<file path="src/rtl/uart_tx_if.sv">
// Host-side byte handshake for the UART transmitter.
// A byte transfers on a clk edge where tx_valid && tx_ready.
interface uart_tx_if;
    logic [7:0] tx_data;
    logic       tx_valid;
    logic       tx_ready;

    modport master (output tx_data, output tx_valid, input tx_ready);
    modport slave  (input tx_data, input tx_valid, output tx_ready);
endinterface

</file>
<file path="src/rtl/uart_tx.sv">
// 8N1 UART transmitter: valid/ready byte FIFO feeding an LSB-first serialiser.
// Define UART_TX_PARITY_EN to insert an even-parity bit between data and stop.
module uart_tx #(
    parameter int unsigned CLK_FREQ   = 100_000_000,
    parameter int unsigned BAUD_RATE  = 9600,
    parameter int unsigned FIFO_DEPTH = 4
) (
    input  logic                               clk,
    input  logic                               reset,
    uart_tx_if.slave                           host,
    output logic                               TX,
    output logic                               tx_busy,
    output logic [$clog2(FIFO_DEPTH+1)-1:0]    fifo_count
);
    localparam int unsigned BAUD_DIV = CLK_FREQ / BAUD_RATE;
    localparam int unsigned CNT_W    = (BAUD_DIV > 1) ? $clog2(BAUD_DIV) : 1;
    localparam int unsigned PTR_W    = (FIFO_DEPTH > 1) ? $clog2(FIFO_DEPTH) : 1;
    localparam int unsigned FCNT_W   = $clog2(FIFO_DEPTH + 1);

`ifdef UART_TX_PARITY_EN
    typedef enum logic [2:0] {IDLE, START, DATA, PARITY, STOP} state_t;
`else
    typedef enum logic [1:0] {IDLE, START, DATA, STOP} state_t;
`endif

    state_t              state, state_d;
    logic [CNT_W-1:0]    baud_cnt, baud_d;
    logic [2:0]          bit_idx, bit_d;
    logic [7:0]          shift, shift_d;
    logic [7:0]          mem [FIFO_DEPTH];
    logic [PTR_W-1:0]    wr_ptr, rd_ptr;
    logic [FCNT_W-1:0]   count_d;
    logic [7:0]          head;
    logic                push, pop, bit_end, tx_d, ready_d, busy_d;
`ifdef UART_TX_PARITY_EN
    logic                par_bit, par_d;
`endif

    assign head    = mem[rd_ptr];
    assign push    = host.tx_valid && host.tx_ready;
    assign bit_end = (baud_cnt == CNT_W'(BAUD_DIV - 1));

    // State register
    always_ff @(posedge clk or posedge reset) begin
        if (reset) state <= IDLE;
        else       state <= state_d;
    end

    // Next state, datapath updates and next values of the registered outputs
    always_comb begin
        state_d = state;
        baud_d  = baud_cnt;
        bit_d   = bit_idx;
        shift_d = shift;
        pop     = 1'b0;
        tx_d    = 1'b1;
`ifdef UART_TX_PARITY_EN
        par_d   = par_bit;
`endif
        case (state)
            IDLE: begin
                if (fifo_count != '0) begin
                    shift_d = head;
                    pop     = 1'b1;
                    baud_d  = '0;
                    state_d = START;
`ifdef UART_TX_PARITY_EN
                    par_d   = ^head;
`endif
                end
            end
            START: begin
                if (bit_end) begin
                    baud_d  = '0;
                    bit_d   = '0;
                    state_d = DATA;
                end else begin
                    baud_d  = baud_cnt + CNT_W'(1);
                end
            end
            DATA: begin
                if (bit_end) begin
                    baud_d  = '0;
                    shift_d = {1'b0, shift[7:1]};
                    if (bit_idx == 3'd7) begin
`ifdef UART_TX_PARITY_EN
                        state_d = PARITY;
`else
                        state_d = STOP;
`endif
                    end else begin
                        bit_d = bit_idx + 3'd1;
                    end
                end else begin
                    baud_d = baud_cnt + CNT_W'(1);
                end
            end
`ifdef UART_TX_PARITY_EN
            PARITY: begin
                if (bit_end) begin
                    baud_d  = '0;
                    state_d = STOP;
                end else begin
                    baud_d  = baud_cnt + CNT_W'(1);
                end
            end
`endif
            STOP: begin
                if (bit_end) begin
                    baud_d = '0;
                    // Chain straight into the next start bit when data is waiting
                    if (fifo_count != '0) begin
                        shift_d = head;
                        pop     = 1'b1;
                        state_d = START;
`ifdef UART_TX_PARITY_EN
                        par_d   = ^head;
`endif
                    end else begin
                        state_d = IDLE;
                    end
                end else begin
                    baud_d = baud_cnt + CNT_W'(1);
                end
            end
            default: state_d = IDLE;
        endcase

        case (state_d)
            START:   tx_d = 1'b0;
            DATA:    tx_d = shift_d[0];
`ifdef UART_TX_PARITY_EN
            PARITY:  tx_d = par_d;
`endif
            default: tx_d = 1'b1;
        endcase

        case ({push, pop})
            2'b10:   count_d = fifo_count + FCNT_W'(1);
            2'b01:   count_d = fifo_count - FCNT_W'(1);
            default: count_d = fifo_count;
        endcase

        ready_d = (count_d != FCNT_W'(FIFO_DEPTH));
        busy_d  = (state_d != IDLE) || (count_d != '0);
    end

    // Datapath, FIFO pointers and registered outputs
    always_ff @(posedge clk or posedge reset) begin
        if (reset) begin
            baud_cnt      <= '0;
            bit_idx       <= '0;
            shift         <= '0;
            wr_ptr        <= '0;
            rd_ptr        <= '0;
            fifo_count    <= '0;
            TX            <= 1'b1;
            tx_busy       <= 1'b0;
            host.tx_ready <= 1'b1;
`ifdef UART_TX_PARITY_EN
            par_bit       <= 1'b0;
`endif
        end else begin
            baud_cnt      <= baud_d;
            bit_idx       <= bit_d;
            shift         <= shift_d;
            fifo_count    <= count_d;
            TX            <= tx_d;
            tx_busy       <= busy_d;
            host.tx_ready <= ready_d;
`ifdef UART_TX_PARITY_EN
            par_bit       <= par_d;
`endif
            if (push) wr_ptr <= wr_ptr + PTR_W'(1);
            if (pop)  rd_ptr <= rd_ptr + PTR_W'(1);
        end
    end

    // FIFO storage needs no reset; occupancy is tracked by fifo_count
    always_ff @(posedge clk) begin
        if (push) mem[wr_ptr] <= host.tx_data;
    end

endmodule

</file>
<file path="src/flat_wrapper.sv">
// flat-port wrapper written by rule: the top's interface ports become plain ports
module uart_tx_flat 
#(
    parameter int unsigned CLK_FREQ   = 100_000_000,
    parameter int unsigned BAUD_RATE  = 9600,
    parameter int unsigned FIFO_DEPTH = 4
)
  (clk, reset, TX, tx_busy, fifo_count, host_tx_data, host_tx_valid, host_tx_ready);
  uart_tx_if host_i ();
  input  logic clk;
  input  logic reset;
  output logic TX;
  output logic tx_busy;
  output logic [$clog2(FIFO_DEPTH+1)-1:0] fifo_count;
  input wire logic [$bits(host_i.tx_data)-1:0] host_tx_data;
  input wire logic [$bits(host_i.tx_valid)-1:0] host_tx_valid;
  output wire logic [$bits(host_i.tx_ready)-1:0] host_tx_ready;
  assign host_i.tx_data = host_tx_data;
  assign host_i.tx_valid = host_tx_valid;
  assign host_tx_ready = host_i.tx_ready;
  uart_tx #(.CLK_FREQ(CLK_FREQ), .BAUD_RATE(BAUD_RATE), .FIFO_DEPTH(FIFO_DEPTH)) u_core (.clk(clk), .reset(reset), .host(host_i), .TX(TX), .tx_busy(tx_busy), .fifo_count(fifo_count));
endmodule
</file>
<file path="config.mk">
export PLATFORM = sky130hd
export DESIGN_NAME = uart_tx_flat
export DESIGN_NICKNAME = d
export VERILOG_FILES = /design/src/rtl/uart_tx_if.sv /design/src/rtl/uart_tx.sv /design/src/flat_wrapper.sv
export SDC_FILE = /design/constraint.sdc
export NUM_CORES = 1
export LEC_CHECK = 0
export CAP_MARGIN = 20
export CORE_ASPECT_RATIO = 0.8
export CORE_UTILIZATION = 62
export CTS_BUF_LIST = sky130_fd_sc_hd__clkbuf_8
export DETAILED_ROUTE_END_ITERATION = 16
export PLACE_DENSITY_LB_ADDON = 0.05
export SYNTH_ARGS = -nofsm -noshare
export SYNTH_HDL_FRONTEND = slang
export SYNTH_SLANG_ARGS = --single-unit
</file>
<file path="constraint.sdc">
create_clock -name clk -period 3.5 [get_ports clk]
set_input_delay 0.525 -clock clk [delete_from_list [all_inputs] [get_ports clk]]
set_output_delay 0.525 -clock clk [all_outputs]
set_load 0.02 [all_outputs]
</file>
==> results_dict.tcl <==
set metrics [dict create \
    avgSynthCellArea_um2 12.47 \
    antennaDiodeCount 0 \
    r2r_end "u_core.tx_busy" \
    critPathLaunch "u_core.baud_cnt[4]" \
    synth_nets 294 \
    gp_congestion 0.7982 \
    crit_path_end "u_core.tx_busy" \
    drtAntennaViolNets 0 \
    worst_path_largest_cell_delay_ps 580 \
    grt_max_degree 20 \
    clk_pin_slew_ps 80 \
    reg2regPathDepth 12 \
    p_per_area_nw_per_um2 515.2 \
    viasPerCell 6.036 \
    drive_above_1_share_pct 15.44 \
    vias 2173 \
    hpwl_mm 4.586 \
    area_growth_pct 12.61 \
    reg2reg_slack_ps 220 \
    synth-edff-count 32 \
    layout_common_cells "dfrtp_1 (35), edfxtp_1 (32), nand2_1 (28)" \
    yosysSeqAreaShare_pct 56.32 \
    relSlewSlack_pct 47.54 \
    io-pin-count 17 \
    setup_viol 0 \
    violations "DRC" \
    final_common_cell "dfrtp_1" \
    post_cts.repair.setup_buffers 0 \
    clockRootBuffer "clkbuf_8" \
    fin_crit_sh_pct 93.70 \
    nets 318 \
    max_freq_mhz 304.9 \
    cp.buffers_inverters 1 \
    grt_pass1_wl_mm 10.36 \
    io_buffer_count 16 \
    num_rows 23 \
    wl_per_cell_um 17.49 \
    run_status "finished, violations left" \
    syn_inst 269 \
    cp_slowest_cell "or4_4" \
    htree_levels 3 \
    grt-ovfl-total 0 \
    cp.required_ps 3730 \
    clock_latency_ps 350 \
    ys_ff_latch 69 \
    die_area_um2 5710 \
    cts_sinks 69 \
    yosysUniqueCellTypes 53 \
    p_leak_nw 1.518 \
    die_h_um 67.79 \
    finalClockSkew_ps 12.83 \
    critPathKind "register to register" \
    crit_top_cell "xor2_1" \
    startpoint_type "register" \
    ir_worst_vdd_mv 0.3769 \
    worst-slew-pin-transition_ps 776.7 \
    die_w_um 84.24 \
    antenna_found_initial 0 \
    wl_mm 6.298 \
    rsz0062_at_grt "false" \
    ys_warn_count 0 \
    clock_path_buffers 2 \
    hold_class "register to register" \
    drc 4 \
    min_period_ps 3280 \
    start_util_pct 65.86 \
    drt_pass1_iterations 10 \
    fin_tns_setup_ps 0 \
    p_total_mw 1.946 \
    cap_viol_max_count 0 \
    core_area_um2 5094 \
    grt_pass1_vias 2036 \
    critPathTopFamily "simple AND/OR/NAND/NOR gates" \
    worstReg2RegStart "u_core.baud_cnt[4]" \
    arrival_ps 3500 \
    netlist_area_um2 3354 \
    fin_area_um2 3777 \
    slew_viol_final 0 \
    path_max_fanout 6 \
    async_flop_share_pct 53.62 \
    cp.depth 12 \
    final_util_pct 74.16 \
    synth_flop_cell "dfrtp_1" \
    drt_iter0_drc 139 \
    cts_tree "done" \
    cts_buffers 9 \
    end_kind "register" \
    hold_viol 0 \
    globalRouteTotalUtil_pct 25.17 \
    place_area_um2 3591 \
    crit_chain "or4_4 > nor4_2 > a21oi_1 > nor3_2 > ha_1 > inv_1 > fa_1 > xor2_1 > nor2_1 > xor2_1 > nand2b_1 > or3_1" \
]
worst register-to-register path, cell delays in order, from the launching register on:
cell      delay (ps)
dfrtp_1          430
or4_4            580
nor4_2           320
a21oi_1          150
nor3_2           220
ha_1             230
inv_1             60
fa_1             370
xor2_1           150
nor2_1           110
xor2_1           100
nand2b_1         140
or3_1            300
logic make-up after synthesis:
group,Yosys count,share of synthesized area (%)
compound gates,60,13.02
xor+xnor,9,2.350
fa+ha+maj,14,5.446
buf+inv,20,2.611
flops,69,56.32
mux,16,7.796
simple gates,81,12.46
Yosys cell counts, drive strengths merged (2+ instances only):
library cell	number	area share [%]
dfrtp	35	26
edfxtp	32	29
nand2	28	3.1
o21ai	19	2.8
nor2	17	1.9
ha	13	4.8
a22o	11	2.9
inv	11	1.2
and3	8	1.5
mux4	8	5.4
mux2i	7	2.1
clkbuf	6	0.67
o2bb2ai	6	1.6
a21oi	5	0.86
and2	5	1.0
xor2	5	1.3
a31oi	4	0.75
nand3	4	0.60
nor3	4	0.60
o31ai	4	0.90
xnor2	4	1.0
and4	3	0.82
buf	3	0.71
dfstp	2	1.6
nand2b	2	0.37
nand4	2	0.37
or3	2	0.41
or4	2	0.56
cell type report:
class | count | area, um2
flip-flops and latches | 69 | 1889
repair buffers | 22 | 205.2
well taps | 62 | 77.57
inverters | 11 | 41.29
clock inverters | 7 | 57.56
clock buffers | 9 | 123.9
multi-input cells | 180 | 1383
fillers | 341 | 1316
through the flow:
stage	setup WS (ps)	std cells	hold WS, ps
CTS	96.15	360	512.2
global placement	232.3	344	493.4
floorplan	238.0	269	458.5
detailed placement	115.1	344	494.8
finish	220.5	360	512.6
global route	52.28	360	557.8
worst min path at each step:
stage	startpoint	end	slack, ps	depth (start not counted)
after detailed placement	u_core.shift[0]	u_core.shift[0]	490	2
after global placement	u_core.shift[0]	u_core.shift[0]	490	2
final	u_core.shift[0]	u_core.shift[0]	510	2
after floorplan	u_core.shift[0]	u_core.shift[0]	460	2
after global routing	u_core.baud_cnt[0]	u_core.baud_cnt[0]	560	1
after CTS	u_core.shift[0]	u_core.shift[0]	510	2
power by group:
| group | internal [mW] | total [mW] | switching, mW |
|---|---|---|---|
| clock network | 0.265 | 0.586 | 0.321 |
| registers | 0.962 | 1.02 | 0.0583 |
| logic | 0.148 | 0.340 | 0.192 |
| total | 1.37 | 1.95 | 0.571 |
layer usage:
metal  up-vias  wire length, um  track usage (%)
met5         -                0                0
met3         7              319            8.313
met4         0               54            6.897
li1       1062                -                -
met1      1056             3167            37.34
met2        48             2757            35.55
registers in the layout (all words and copies together) (netlist names):
register and flops:
u_core.mem 32, u_core.baud_cnt 14, u_core.shift 8, u_core.bit_idx 3, u_core.fifo_count 3, u_core.rd_ptr 2
u_core.state 2, u_core.wr_ptr 2, u_core.TX 1, u_core.host.tx_ready 1, u_core.tx_busy 1
what timing repair did:
action,CTS,global route
endpoints found under the setup margin,0,1
hold endpoints to repair,0,0
gates resized for setup,0,1
hold buffers,0,0
Power figures use the tool's default switching activity.
